$ cat src/rtl/ifu_pkg.sv
// ifu_pkg: shared encodings and constants for the instruction fetch unit.
package ifu_pkg;

    typedef enum logic [1:0] {
        IFU_IDLE = 2'd0,
        IFU_REQ  = 2'd1,
        IFU_WAIT = 2'd2,
        IFU_OUT  = 2'd3
    } ifu_state_t;

    localparam logic [31:0] RESET_PC_DEFAULT = 32'h8000_0000;
    // Canonical addi x0,x0,0; decode substitutes it when flushing.
    localparam logic [31:0] NOP_INST = 32'h0000_0013;

endpackage

$ cat src/rtl/ifu.sv
// ifu: PC holder issuing one instruction-memory request at a time and
// presenting the fetched word to decode; redirects squash in-flight fetches.
module ifu
    import ifu_pkg::*;
#(
    parameter logic [31:0] RESET_PC = RESET_PC_DEFAULT
) (
    input  logic        clk,
    input  logic        rst_n,
    output logic        imem_req_valid,
    input  logic        imem_req_ready,
    output logic [31:0] imem_req_addr,
    input  logic        imem_rsp_valid,
    input  logic [31:0] imem_rsp_data,
    input  logic        imem_rsp_err,
    output logic        inst_valid,
    input  logic        inst_ready,
    output logic [31:0] inst,
    output logic [31:0] inst_pc,
    output logic        inst_fault,
    input  logic        redirect_valid,
    input  logic [31:0] redirect_pc
);

    ifu_state_t  state, state_next;
    logic [31:0] pc, pc_next;
    logic        kill, kill_next;
    logic        aligned, req_fire, cap_misalign, cap_rsp;

    assign aligned      = pc[1:0] == 2'b00;
    assign req_fire     = imem_req_valid & imem_req_ready;
    assign cap_misalign = (state == IFU_REQ) & ~aligned & ~redirect_valid;
    assign cap_rsp      = (state == IFU_WAIT) & imem_rsp_valid & ~kill & ~redirect_valid;

    always_ff @(posedge clk or negedge rst_n) begin
        if (!rst_n) begin
            state <= IFU_IDLE;
            pc    <= RESET_PC;
            kill  <= 1'b0;
        end else begin
            state <= state_next;
            pc    <= pc_next;
            kill  <= kill_next;
        end
    end

    always_comb begin
        state_next = state;
        unique case (state)
            IFU_IDLE: state_next = redirect_valid ? IFU_IDLE : IFU_REQ;
            IFU_REQ:  state_next = req_fire ? IFU_WAIT : cap_misalign ? IFU_OUT : IFU_REQ;
            IFU_WAIT: state_next = !imem_rsp_valid ? IFU_WAIT :
                                   (kill || redirect_valid) ? IFU_REQ : IFU_OUT;
            IFU_OUT:  state_next = (redirect_valid || inst_ready) ? IFU_REQ : IFU_OUT;
            default:  state_next = IFU_IDLE;
        endcase
    end

    // A redirect that lands while a request is accepted or outstanding
    // leaves exactly one response to drop.
    always_comb begin
        kill_next = (state == IFU_REQ)  ? redirect_valid & req_fire :
                    (state == IFU_WAIT) ? ~imem_rsp_valid & (kill | redirect_valid) : 1'b0;
        pc_next   = redirect_valid ? redirect_pc :
                    (state == IFU_OUT && inst_ready) ? pc + 32'd4 : pc;
    end

    always_ff @(posedge clk or negedge rst_n) begin
        if (!rst_n) begin
            inst       <= '0;
            inst_pc    <= '0;
            inst_fault <= 1'b0;
        end else if (cap_misalign) begin
            inst       <= '0;
            inst_pc    <= pc;
            inst_fault <= 1'b1;
        end else if (cap_rsp) begin
            inst       <= imem_rsp_err ? 32'h0 : imem_rsp_data;
            inst_pc    <= pc;
            inst_fault <= imem_rsp_err;
        end
    end

    always_comb begin
        imem_req_valid = (state == IFU_REQ) & aligned;
        imem_req_addr  = pc;
        inst_valid     = state == IFU_OUT;
    end

endmodule

$ cat config.mk
export PLATFORM = sky130hd
export DESIGN_NAME = ifu
export DESIGN_NICKNAME = d
export VERILOG_FILES = /design/src/rtl/ifu_pkg.sv /design/src/rtl/ifu.sv
export SDC_FILE = /design/constraint.sdc
export NUM_CORES = 1
export LEC_CHECK = 0
export ABC_AREA = 0
export BUFFER_PORTS_ARGS = -buffer_cell sky130_fd_sc_hd__buf_4
export CAP_MARGIN = 10
export CELL_PAD_IN_SITES_DETAIL_PLACEMENT = 1
export CELL_PAD_IN_SITES_GLOBAL_PLACEMENT = 2
export CORE_MARGIN = 10
export CORE_UTILIZATION = 32
export DETAILED_ROUTE_END_ITERATION = 10
export PLACE_DENSITY = 0.93
export SLEW_MARGIN = 20
export SYNTH_ARGS = -nofsm -noshare
export SYNTH_HDL_FRONTEND = slang
export SYNTH_SLANG_ARGS = --single-unit
$ cat constraint.sdc
create_clock -name clk -period 2.8 [get_ports clk]
set_input_delay 0.56 -clock clk [delete_from_list [all_inputs] [get_ports clk]]
set_output_delay 0.56 -clock clk [all_outputs]
set_load 0.1 [all_outputs]
==> run metrics, run 1 <==
CP max FO=9; WL final=14.52 mm; Initial Util=33.02%; DRT antenna net count=0; RSZ-0062 raised after global routing=false; die height=137.4 µm; drt pass-1 iters=4; Filler cells=1477; Top FF cell, synth=dfrtp_1; count leader, synth=dfrtp_1; GR Layer Usage met2=26.44%; post-synth top area share=56.20%; row count=42; detailed router's first-iteration violation count=220; most area-hungry cell type in the Yosys netlist=dfrtp_1; first-pass GRT wire length=22.77 mm; #FFs+latches synth=100; TNS Setup=0 ns; asr flop ratio synth=100.0%; Hold-fix buffers, CTS=0; Netlist cell types=44; via count=3773; met1 usage=18.04%; grt peak-use layer=met2; Avg WL per Cell=20.14 µm; Worst-Skew Late Latency=0.34 ns; crit path DAT=1.61 ns; CP endpoint kind=output pin; worst reg2reg setup slack=0.67 ns; Final Cycle Share=77.51%; Post-DP HPWL=11.06 mm; Core ar.=0.01335 mm²; Die Width=137.4 µm; Req. time, crit path=2.24 ns; leakage power=2.816 nW; vias in the first global route=4199; post-synthesis sequential area ratio=56.80%; Setup violations, final=0; critical path class=reg2out; clk root buf=clkbuf_16; total power=6.935 mW; H-Tree Depth=3; pwr dens=1124 mW/mm²; synth warn=0; drc violations=0; Max VDD drop=765.9 µV; pin count of the biggest net entering global routing=53; maxcap violations=0; Port Buf Inserts=169; Mapped Area=0.004408 mm²; GR Util All Layers=15.29%; post-cts resize count=0; Final Hold Fails=0; Post-Syn Instances=376; Worst-Margin Slew=0.7109 ns; layout net count=613; CTS max path bufs=2; Post-Syn Nets=448; GR Util met3=4.334%; clock sink count=100; number of synthesized flops with an enable pin=0; syn avg cell area=11.72 µm²; Die ar.=0.01887 mm²; synth cell count leaders=dfrtp_1 (99), mux2_2 (34), a22o_1 (32), nand2_1 (25), nor2_1 (22); GP Congestion=0.7895; CTS buffer count=9; Worst slew margin=52.61%; CTS tree=yes; Worst-path clk slew=0.07 ns; Critical Path Start Type=register; share of cells above drive strength 1=42.94%; Tightest Hold Check Type=in2async; GR Overflow Total=0; final setup skew=0.006437 ns; Vias/cell=5.233; Tmin final=2.170 ns; Layout area overhead=39.91%; initial antenna violation count=0; total inserted antenna cells=0; max-slew violations=0; status=complete, no violations; number of top-level pins=170; Post CTS Setup Buffer Count=0; Fmax=460.8 MHz; largest cells by area after synthesis=dfrtp_1 (56%), mux2_2 (8.7%), a22o_1 (6.4%), a31oi_1 (2.1%), nand2_1 (2.1%)
## flip-flops by register name, summed over array words and instances, names as in the netlist
register	count
imem_req_addr	32
inst	32
inst_pc	32
state	2
inst_fault	1
kill	1
## routing by layer
layer	up-vias	wire length, µm
met5	-	0
met2	88	7466
li1	1741	-
met1	1928	6017
met3	16	875
met4	0	165
## final timing paths
| path | startpoint | end | cells past startpoint |
|---|---|---|---|
| max in group asynchronous | rst_n | imem_req_addr[25] | 2 |
| max | state[1] | imem_req_valid | 3 |
| min in group clk | imem_req_ready | state[0] | 2 |
| max reg2reg | state[0] | imem_req_addr[21] | 4 |
| min reg2reg | inst_fault | inst_fault | 2 |
| min | rst_n | inst_pc[20] | 1 |
## cell families (layout without fill, tap and decap cells)
family	after synthesis	count (layout)	synth area share, %
mux	36	36	9.140
fa+ha+maj	1	1	0.2838
compound gates	86	86	14.14
buf+inv	30	199	3.037
xor+xnor	12	12	2.384
simple gates	111	111	14.22
flops	100	100	56.80
## worst max-delay path: stages (launching register included)
cell      delay (ns)
dfrtp_1         0.49
nand2b_1        0.25
nor3_2          0.19
buf_4           0.33
## through the flow
stage	cell area [µm²]	hold slack, ns	util (%)	cells	worst slack (ns)
2_1_floorplan	4413	0.2644	-	376	0.06413
3_3_place_gp	5874	0.4901	44.01	706	0.6235
3_5_place_dp	5874	0.4921	44.01	706	0.6107
4_1_cts	6167	0.2796	46.20	721	0.6010
5_1_grt	6167	0.2997	46.20	721	0.5035
6_report	6167	0.2419	46.20	721	0.6297
## where the power goes
| part | total [mW] | leakage, nW | switching (mW) | internal, mW |
|---|---|---|---|---|
| clock | 1.24 | 0.138 | 0.529 | 0.711 |
| combinational | 3.66 | 1.44 | 2.87 | 0.794 |
| sequential | 2.03 | 1.24 | 0.267 | 1.76 |
## final cells by class
cell class,instances,area (µm²),share of cell area [%]
multi-input cells,246,1787,28.97
flip-flops and latches,100,2504,40.60
well taps,176,220.2,3.571
repair buffers,176,1334,21.63
clock buffers,11,242.7,3.936
clock inverters,4,50.05,0.8115
inverters,8,30.03,0.4869
## placed cells by master (no fill, tap or decap), types with 9 or more instances in the layout
cell type / netlist / routed
dfrtp_1: 99 / 99
a22o_1: 32 / 32
clkbuf_16: 0 / 9
or4_1: 9 / 9
o21ai_0: 17 / 17
nand2_1: 25 / 24
nand3_1: 13 / 13
nand4_1: 12 / 12
mux2_2: 34 / 34
nor2_1: 22 / 22
buf_4: 2 / 175
a31oi_1: 15 / 15
o31ai_1: 12 / 12
Power figures use the tool's default switching activity.
==> inputs of run 2 (changes only) <==
Settings changed: CORE_UTILIZATION 32 to 27, PLACE_DENSITY 0.93 to 0.85.
Clock period 2.8 ns to 1.89 ns, I/O delays scaled along.
==> run metrics, run 2 (synthesis results as in run 1) <==
clock sink count=100; Post-DP HPWL=12.42 mm; Tightest Hold Check Type=in2async; Critical Path Start Type=register; R2R cell count=5; Vias/cell=4.891; GR Util met3=5.342%; Fmax=538.0 MHz; Int Pwr=5.052 mW; Worst slew margin=63.15%; final critical-path setup slack=0.03138 ns; total inserted antenna cells=0; Die Width=147.8 µm; clock network fraction of design power=18.1%; Port Buf Inserts=169; CTS buffer count=9; Req. time, crit path=1.51 ns; detailed router's first-iteration violation count=161; Filler cells=1737; number of top-level pins=170; maxcap violations=0; RR Endpoint=imem_req_addr[21]; clk root buf=clkbuf_16; CTS max path bufs=2; via count=3908; crit path DAT=1.48 ns; vias in the first global route=4367; CP endpoint kind=output pin; drc violations=0; die height=147.8 µm; row count=46; commonest cells after routing, fill and taps aside=buf_4 (205), dfrtp_1 (70), mux2_2 (34); GP Congestion=0.7890; failing checks=negative hold slack; P_sw=5.613 mW; Comb power frac=54.0%; GR Overflow Total=0; TNS Setup=0 ns; Layout area overhead=52.94%; Final Cycle Share=98.34%; worst slack, placed=0.01151 ns; Avg WL per Cell=20.38 µm; commonest non-fill, non-tap cell in the layout=buf_4; status=complete, but fails checks; WL final=16.28 mm; hold slack=-0.004149 ns; CTS tree=yes; max-slew violations=0; grt peak-use layer=met2; RR Startpoint=imem_req_addr[5]; post-route cell area=0.006741 mm²; Setup violations, final=0; Core ar.=0.01594 mm²; share of cells above drive strength 1=53.34%; Tmin final=1.859 ns; critical path class=reg2out; Hold-fix buffers, CTS=0; worst reg2reg setup slack=0.06 ns; Worst-Margin Slew=0.5527 ns; initial antenna violation count=0; Final Hold Fails=3; placed cells=777; pwr dens=1582 mW/mm²; Die ar.=0.02184 mm²; layout net count=650; area post-placement=0.006350 mm²; Worst setup endpoint=imem_req_valid; Final Non-Filler Cells=799; CP max FO=5; first-pass GRT wire length=25.43 mm; H-Tree Depth=3; Switching Share=52.63%; drt pass-1 iters=4; Seq pwr share=27.9%; DRT antenna net count=0; Worst-Skew Late Latency=0.35 ns; crit path from=state[1]; leakage power=3.015 nW; GR Util All Layers=14.71%; RSZ-0062 raised after global routing=true; met1 usage=16.59%; GR Layer Usage met2=25.61%; Initial Util=27.65%; Worst-path clk slew=0.07 ns; Max VDD drop=1205 µV; pin count of the biggest net entering global routing=39; final setup skew=0.005349 ns
[run 2: changes by cell type in the layout (fill, tap and decap cells not counted), moves of 2 or more]
cell and change:
and4_1 -3, dfrtp_4 +23, and4_2 +2, dfrtp_2 +6, dfrtp_1 -29, buf_12 +6, or4b_2 -2, buf_4 +30
clkinv_4 +3, or4b_4 +2
[run 2: power groups by stage]
stage	logic, mW	registers (mW)	clock network [mW]
3_3_place_gp	5.68	2.98	0
6_report	5.76	2.97	1.93
4_1_cts	5.79	2.98	2.00
5_1_grt	5.96	3.04	2.09
3_5_place_dp	5.75	3.01	0
2_1_floorplan	0.963	6.31	0
[run 2: critical path: stages, from the launching register on]
cell and delay, ns:
dfrtp_2 0.45, buf_6 0.14, nand2b_4 0.16, nor3_4 0.17, buf_12 0.20
[run 2: worst min-delay path by stage]
| stage | startpoint | endpoint | slack, ns | cells past startpoint |
|---|---|---|---|---|
| global route | rst_n | inst_pc[27] | 0.04 | 1 |
| global placement | rst_n | inst_pc[27] | 0.39 | 1 |
| finish | rst_n | inst_pc[27] | -0.004 | 1 |
| CTS | rst_n | inst_pc[27] | 0.02 | 1 |
| detailed placement | rst_n | inst_pc[27] | 0.40 | 1 |
| floorplan | rst_n | imem_req_addr[13] | 0.08 | 0 |
[run 2: through the flow]
stage	hold slack [ns]	total power [mW]	util [%]
2_1_floorplan	0.08241	7.269	-
3_3_place_gp	0.3941	8.659	39.83
3_5_place_dp	0.4021	8.763	39.83
4_1_cts	0.01819	10.77	41.93
5_1_grt	0.03607	11.09	42.29
6_report	-0.004149	10.66	42.29
[run 2: layout make-up]
cell class                 instances  area [µm²]  area share (%)
timing repair buffer             213        1690           25.07
clock inverter                     7       83.83           1.244
tap                              216       270.3           4.009
sequential                       100        2597           38.53
multi-input combinational        246        1844           27.36
inverter                           8       30.03          0.4454
clock buffer                       9       225.2           3.341
[run 2: metal layers]
metal  vias to the layer above  routed length, µm
met3                        18               1092
met1                      1958               6757
met4                         0                200
li1                       1819                  -
met5                         -                  0
met2                       113               8231
[run 2: what timing repair did]
action                                 4_1_cts  5_1_grt
endpoints found under the hold margin        0        0
setup buffers                                1        5
pin swaps                                    1        4
setup endpoints to repair                    3       38
resized for setup                            6        5
